`config.mk`:
```
export PLATFORM = sky130hd
export DESIGN_NAME = pipeline_control_flat
export DESIGN_NICKNAME = d
export VERILOG_FILES = /design/src/rtl/pipeline_control_if.sv /design/src/rtl/pipeline_control.sv /design/src/flat_wrapper.sv
export SDC_FILE = /design/constraint.sdc
export NUM_CORES = 1
export LEC_CHECK = 0
export BUFFER_PORTS_ARGS = -buffer_cell sky130_fd_sc_hd__buf_2
export CORE_ASPECT_RATIO = 1.4
export CORE_MARGIN = 5
export CORE_UTILIZATION = 27
export DETAILED_ROUTE_END_ITERATION = 8
export SETUP_SLACK_MARGIN = 0.02
export SLEW_MARGIN = 25
export SYNTH_ARGS = -nofsm -noshare
export SYNTH_HDL_FRONTEND = slang
export SYNTH_SLANG_ARGS = --single-unit
```
`constraint.sdc`:
```
create_clock -name Clk -period 4.7 [get_ports Clk]
set_input_delay 1.41 -clock Clk [delete_from_list [all_inputs] [get_ports Clk]]
set_output_delay 1.41 -clock Clk [all_outputs]
set_load 0.05 [all_outputs]
```
`src/rtl/pipeline_control_if.sv`:
```
// pipeline_control_if: hazard/memory requests into the pipeline sequencer and
// the resulting pipeline-register enables, flush controls, state and counters.
//   master: hazard/memory sources (drives requests, observes controls)
//   slave : pipeline_control (consumes requests, drives controls)
interface pipeline_control_if;
    logic        LoadUseHazard;
    logic        BranchTaken;
    logic        Jump;
    logic        MemReq;
    logic        MemReady;
    logic        PCWrite;
    logic        IF_ID_Write;
    logic        IF_ID_Flush;
    logic        ID_EX_Write;
    logic        ID_EX_Flush;
    logic        EX_MEM_Write;
    logic        MEM_WB_Bubble;
    logic [1:0]  State;
    logic [31:0] StallCount;
    logic [31:0] FlushCount;
    logic        MemError;

    modport master (
        output LoadUseHazard, BranchTaken, Jump, MemReq, MemReady,
        input  PCWrite, IF_ID_Write, IF_ID_Flush, ID_EX_Write, ID_EX_Flush,
               EX_MEM_Write, MEM_WB_Bubble, State, StallCount, FlushCount, MemError
    );
    modport slave (
        input  LoadUseHazard, BranchTaken, Jump, MemReq, MemReady,
        output PCWrite, IF_ID_Write, IF_ID_Flush, ID_EX_Write, ID_EX_Flush,
               EX_MEM_Write, MEM_WB_Bubble, State, StallCount, FlushCount, MemError
    );
endinterface

```
`src/rtl/pipeline_control.sv`:
```
// pipeline_control: prioritised stall/flush sequencer for the 5-stage pipeline.
// Merges load-use stalls, branch/jump redirects and data-memory wait states into
// pipeline-register write enables and flushes. Keeps stall/flush cycle counters
// and a sticky memory-timeout flag.
// Ports:
//   Clk  - rising-edge clock
//   Rst  - synchronous active-low reset
//   bus  - pipeline_control_if.slave: requests in, controls/state/counters out
module pipeline_control #(
    parameter int LOAD_LATENCY = 1,   // 1..15
    parameter int MEM_TIMEOUT  = 255  // 1..255
) (
    input logic              Clk,
    input logic              Rst,
    pipeline_control_if.slave bus
);
    typedef enum logic [1:0] {RUN = 2'd0, LOAD_STALL = 2'd1, MEM_WAIT = 2'd2} state_t;

    state_t      state, state_nxt, ret_state, ret_nxt, rule_state;
    logic [3:0]  dcnt, dcnt_nxt;
    logic [7:0]  wcnt, wcnt_nxt;
    logic        mem_error, err_nxt;
    logic        mem_block;
    logic [31:0] stall_count, flush_count;

    always_comb begin
        bus.PCWrite       = 1'b1;
        bus.IF_ID_Write   = 1'b1;
        bus.IF_ID_Flush   = 1'b0;
        bus.ID_EX_Write   = 1'b1;
        bus.ID_EX_Flush   = 1'b0;
        bus.EX_MEM_Write  = 1'b1;
        bus.MEM_WB_Bubble = 1'b0;
        state_nxt  = state;
        ret_nxt    = ret_state;
        dcnt_nxt   = dcnt;
        wcnt_nxt   = wcnt;
        err_nxt    = mem_error;
        // Once in MEM_WAIT only MemReady matters; on release the saved state's
        // rule runs as if no memory access were pending.
        rule_state = (state == MEM_WAIT) ? ret_state : state;
        mem_block  = (state == MEM_WAIT) ? !bus.MemReady : (bus.MemReq && !bus.MemReady);

        if (!Rst) begin
            bus.PCWrite       = 1'b0;
            bus.IF_ID_Write   = 1'b0;
            bus.IF_ID_Flush   = 1'b1;
            bus.ID_EX_Write   = 1'b0;
            bus.ID_EX_Flush   = 1'b1;
            bus.EX_MEM_Write  = 1'b0;
            bus.MEM_WB_Bubble = 1'b1;
            state_nxt = RUN;
            ret_nxt   = RUN;
            dcnt_nxt  = 4'd0;
            wcnt_nxt  = 8'd0;
            err_nxt   = 1'b0;
        end else if (mem_block) begin
            bus.PCWrite       = 1'b0;
            bus.IF_ID_Write   = 1'b0;
            bus.ID_EX_Write   = 1'b0;
            bus.EX_MEM_Write  = 1'b0;
            bus.MEM_WB_Bubble = 1'b1;
            if (state != MEM_WAIT) begin
                ret_nxt   = state;   // down-counter is held while waiting
                wcnt_nxt  = 8'd1;
                state_nxt = MEM_WAIT;
            end else if (wcnt < 8'(MEM_TIMEOUT)) begin
                wcnt_nxt = wcnt + 8'd1;
            end
            if (wcnt_nxt == 8'(MEM_TIMEOUT))
                err_nxt = 1'b1;
        end else begin
            wcnt_nxt  = 8'd0;
            state_nxt = RUN;
            if (bus.BranchTaken) begin
                // Redirect wins over load-use and jump; a stalled load is squashed.
                bus.IF_ID_Flush = 1'b1;
                bus.ID_EX_Flush = 1'b1;
                dcnt_nxt        = 4'd0;
            end else if (rule_state == LOAD_STALL) begin
                bus.PCWrite     = 1'b0;
                bus.IF_ID_Write = 1'b0;
                bus.ID_EX_Flush = 1'b1;
                dcnt_nxt        = dcnt - 4'd1;
                state_nxt       = (dcnt == 4'd1) ? RUN : LOAD_STALL;
            end else if (bus.LoadUseHazard) begin
                bus.PCWrite     = 1'b0;
                bus.IF_ID_Write = 1'b0;
                bus.ID_EX_Flush = 1'b1;
                if (LOAD_LATENCY > 1) begin
                    dcnt_nxt  = 4'(LOAD_LATENCY - 1);
                    state_nxt = LOAD_STALL;
                end
            end else if (bus.Jump) begin
                bus.IF_ID_Flush = 1'b1;
            end
        end
    end

    always_ff @(posedge Clk) begin
        state     <= state_nxt;
        ret_state <= ret_nxt;
        dcnt      <= dcnt_nxt;
        wcnt      <= wcnt_nxt;
        mem_error <= err_nxt;
        if (!Rst) begin
            stall_count <= 32'd0;
            flush_count <= 32'd0;
        end else begin
            stall_count <= stall_count + {31'd0, !bus.PCWrite};
            flush_count <= flush_count + {31'd0, bus.IF_ID_Flush};
        end
    end

    assign bus.State      = state;
    assign bus.StallCount = stall_count;
    assign bus.FlushCount = flush_count;
    assign bus.MemError   = mem_error;
endmodule

```
`src/flat_wrapper.sv`:
```
// flat-port wrapper written by rule: the top's interface ports become plain ports
module pipeline_control_flat 
#(
    parameter int LOAD_LATENCY = 1,           
    parameter int MEM_TIMEOUT  = 255           
)
  (Clk, Rst, bus_LoadUseHazard, bus_BranchTaken, bus_Jump, bus_MemReq, bus_MemReady, bus_PCWrite, bus_IF_ID_Write, bus_IF_ID_Flush, bus_ID_EX_Write, bus_ID_EX_Flush, bus_EX_MEM_Write, bus_MEM_WB_Bubble, bus_State, bus_StallCount, bus_FlushCount, bus_MemError);
  pipeline_control_if bus_i ();
  input logic Clk;
  input logic Rst;
  input wire logic [$bits(bus_i.LoadUseHazard)-1:0] bus_LoadUseHazard;
  input wire logic [$bits(bus_i.BranchTaken)-1:0] bus_BranchTaken;
  input wire logic [$bits(bus_i.Jump)-1:0] bus_Jump;
  input wire logic [$bits(bus_i.MemReq)-1:0] bus_MemReq;
  input wire logic [$bits(bus_i.MemReady)-1:0] bus_MemReady;
  output wire logic [$bits(bus_i.PCWrite)-1:0] bus_PCWrite;
  output wire logic [$bits(bus_i.IF_ID_Write)-1:0] bus_IF_ID_Write;
  output wire logic [$bits(bus_i.IF_ID_Flush)-1:0] bus_IF_ID_Flush;
  output wire logic [$bits(bus_i.ID_EX_Write)-1:0] bus_ID_EX_Write;
  output wire logic [$bits(bus_i.ID_EX_Flush)-1:0] bus_ID_EX_Flush;
  output wire logic [$bits(bus_i.EX_MEM_Write)-1:0] bus_EX_MEM_Write;
  output wire logic [$bits(bus_i.MEM_WB_Bubble)-1:0] bus_MEM_WB_Bubble;
  output wire logic [$bits(bus_i.State)-1:0] bus_State;
  output wire logic [$bits(bus_i.StallCount)-1:0] bus_StallCount;
  output wire logic [$bits(bus_i.FlushCount)-1:0] bus_FlushCount;
  output wire logic [$bits(bus_i.MemError)-1:0] bus_MemError;
  assign bus_i.LoadUseHazard = bus_LoadUseHazard;
  assign bus_i.BranchTaken = bus_BranchTaken;
  assign bus_i.Jump = bus_Jump;
  assign bus_i.MemReq = bus_MemReq;
  assign bus_i.MemReady = bus_MemReady;
  assign bus_PCWrite = bus_i.PCWrite;
  assign bus_IF_ID_Write = bus_i.IF_ID_Write;
  assign bus_IF_ID_Flush = bus_i.IF_ID_Flush;
  assign bus_ID_EX_Write = bus_i.ID_EX_Write;
  assign bus_ID_EX_Flush = bus_i.ID_EX_Flush;
  assign bus_EX_MEM_Write = bus_i.EX_MEM_Write;
  assign bus_MEM_WB_Bubble = bus_i.MEM_WB_Bubble;
  assign bus_State = bus_i.State;
  assign bus_StallCount = bus_i.StallCount;
  assign bus_FlushCount = bus_i.FlushCount;
  assign bus_MemError = bus_i.MemError;
  pipeline_control #(.LOAD_LATENCY(LOAD_LATENCY), .MEM_TIMEOUT(MEM_TIMEOUT)) u_core (.Clk(Clk), .Rst(Rst), .bus(bus_i));
endmodule
```
==> run metrics <==
CTS tree built; Initial Util 27.6%; Seq/Total Area, Yosys 42.0%; Hold WC Path Type reg -> reg; GRT Util Overall between 10% and 20%; global-route wire length before repair 17,000 µm; number of buffers created by CTS 9; Slew @ Worst Pin 576 ps; worst vdd ir about 130 µV; Setup-failing EPs final 0; DR WL met3 378 µm; 1st-pass router iterations 4; largest net degree at the start of global routing 34; initial drt markers 156; nets roughly 540; Port Buffers 80; Util after Layout approximately a third; Critical Path End Type primary output; die height 151 µm; Synth area leader dfxtp_1; core area 0.0140 mm²; share of cells above drive strength 1 18.7%; setup_tns 0 ps; largest cells by area after synthesis dfxtp_1 (42%), a21oi_1 (5.7%), or4_1 (4.3%), nand4_1 (3.9%), o21ai_0 (3.6%); critical path type in -> out; crit path DAT about 2700 ps; yosys warns 0; Pleak 1.83 nW; required time worst endpoint approximately 3300 ps; Mapped Area 0.00386 mm²; #FFs+latches synth 81; DRT antenna net count 0; period utilization 87.2%; WL/cell about 14 µm; Fmax achieved 244 MHz; final wirelength 10,200 µm; Fin. Hold Viols 0; grt ovf 0; post-CTS sizing 0; met2 wire length between 4000 and 5000 µm; Clock Root Buffer clkbuf_16; sw power 0.000373 W; # IOs 81; # fillers ~1,500; Slew Viols, Final 0; Syn Inst Count about 460; DRC viols 0; Tmin final 4100 ps; CTS clk-pin slew, worst paths 60 ps; CP Max Fanout 21; Int Pwr between 0.001 and 0.0015 W; Worst Setup Start Kind input port; Switching Fraction 23.2%; vias in the first global route ~3,500; # diodes 0; CP max stage delay 320 ps; vias per cell 5.11; initial antenna violation count 0; hold bufs inserted after CTS 0; routed via count 3,680; unrepaired setup endpoints after global routing false; Logic pwr share 6.6%; clock power share 49.3%; Die ar. 0.0168 mm²; post-route design area between 0.004 and 0.005 mm²; worst slew margin relative to its limit roughly three fifths; Longest Clk Path Bufs 2; Worst Skew 7.11 ps; Cell Chain, Critical Path buf_2 > clkinv_1 > nor2_1 > o21a_1 > buf_2; Setup Fix Bufs, Post-CTS 0; syn_area_per_cell about 8.4 µm²; Area after DPL 0.00442 mm²; DRT met1 WL approximately 4700 µm; crit-path most repeated cell buf_2; CTS H-tree depth 3; Placer Congestion 0.836; R2R setup slack around 1200 ps; Mapped Nets 471; post-DP HPWL 7450 µm; num rows 51; latest clock arrival within the worst-skew pair 330 ps; Crit-path slowest cell nor2_1; Yosys cell types 40; Die Width ~110 µm; uppermost layer routed met4; status finished clean; Sink Count 81; max-cap violations 0; P&R area growth vs syn 23.2%; Power Dens Cells 338 mW/mm²; Flop pwr share 44.0%; top cell type's share of synthesized area 42.0%
==> state kept, by name, indices dropped and copies added, names as in the netlist <==
register               cells
u_core.bus.FlushCount     32
u_core.bus.MemError        1
u_core.bus.StallCount     32
u_core.bus.State           2
u_core.dcnt                4
u_core.ret_state           2
u_core.wcnt                8
==> metrics by stage <==
step                total power (W)  worst slack, ps  hold slack [ps]  std cells
floorplan                  0.000801             74.2              452        457
global placement           0.000829              378              456        704
detailed placement         0.000830              257              465        704
CTS                         0.00163              568              488        720
global route                0.00167              302              512        720
finish                      0.00161              602              482        720
==> path summary, 6_finish.rpt <==
kind / start / endpoint / depth (start not counted)
setup / recovery: Rst / bus_IF_ID_Write / 5
hold / removal: u_core.bus.FlushCount[31]$_SDFF_PN0_ / u_core.bus.FlushCount[31]$_SDFF_PN0_ / 2
setup reg to reg: u_core.bus.State[1]$_SDFFE_PN0P_ / u_core.bus.FlushCount[30]$_SDFF_PN0_ / 10
hold reg to reg: u_core.bus.FlushCount[31]$_SDFF_PN0_ / u_core.bus.FlushCount[31]$_SDFF_PN0_ / 2
==> metal layers <==
metal / vias up / global-route usage, %
li1: 1840 / -
met1: 1746 / 15.1
met2: 79 / 20.5
met3: 15 / 2.58
met4: 0 / 4.93
met5: - / 0
==> layout by cell type (no fill, tap or decap), types with 2 or more instances in the layout <==
master	synthesis	layout
nand2b_1	8	8
clkbuf_8	0	3
nor4_1	6	6
nor2_1	35	35
or4_1	22	22
o21a_1	4	4
bufinv_16	0	2
a31oi_1	2	2
and4_1	10	10
nand2_1	33	33
a211oi_1	2	2
o31ai_1	15	15
or3_1	18	18
o21ai_0	28	28
nand3_1	20	20
mux2i_1	5	5
clkbuf_16	0	9
inv_1	13	12
xnor2_1	12	12
a21oi_1	44	44
nor3_1	7	7
dfxtp_1	81	81
nand4_1	24	24
buf_4	2	2
nor2b_1	3	3
and3_1	6	6
buf_2	2	80
xor2_1	14	14
and2_1	7	7
a221o_1	2	2
ha_1	7	7
==> power groups by stage <==
| stage | Clock [W] | Combinational (W) | Sequential [W] |
|---|---|---|---|
| finish | 0.000792 | 0.000107 | 0.000707 |
| CTS | 0.000813 | 0.000108 | 0.000707 |
| global route | 0.000841 | 0.000117 | 0.000708 |
| floorplan | 0 | 0.0000588 | 0.000742 |
| global placement | 0 | 0.000107 | 0.000722 |
| detailed placement | 0 | 0.000108 | 0.000722 |
==> cells in the mapped netlist <==
library cell and count:
xnor2_1 12, o311ai_0 1, o21a_1 4, and4_1 10, o31ai_1 15, nor4bb_1 1, nand2b_1 8, o41ai_1 1
or4_1 22, or2_2 1, nor3_1 7, nand3b_1 1, and2_1 7, nor3b_1 1, buf_2 2, a221o_1 2
nor2_1 35, a211oi_1 2, inv_1 13, a21oi_1 44, nand4_1 24, xor2_1 14, nand4_4 1, nand3_1 20
o21ai_0 28, buf_4 2, o211a_1 1, nand2_1 33, and3b_1 1, dfxtp_1 81, buf_6 1, and3_1 6
buf_1 2, mux2i_1 5, nor2b_1 3, ha_1 7, a31oi_1 2, clkbuf_1 13, nor4_1 6, or3_1 18
==> area by class of cell <==
type                       instances  area, µm²  area share (%)
multi-input combinational        343       2100            44.1
sequential                        81       1620            34.1
timing repair buffer              82        415            8.73
clock buffer                      12        267            5.60
tap                              185        231            4.87
clock inverter                     4       73.8            1.55
inverter                          13       48.8            1.03
==> critical path: cells and delay by family <==
family | cells | cell delay [ps]
AO/OA/AOI/OAI | 1 | 190
buffers and inverters | 3 | 770
AND/OR/NAND/NOR | 1 | 320
==> logic make-up (layout without fill, tap and decap cells) <==
group	count (synthesis)	count (layout)	share of synthesized area [%]
flip-flops	81	81	42.0
AO/OA/AOI/OAI	100	100	15.0
XOR/XNOR	26	26	5.90
buffers and inverters	33	111	3.66
adder cells (fa/ha/maj)	7	7	2.27
multiplexers	5	5	1.30
AND/OR/NAND/NOR	205	205	29.9
No activity file was read; power rests on OpenSTA's default activity.
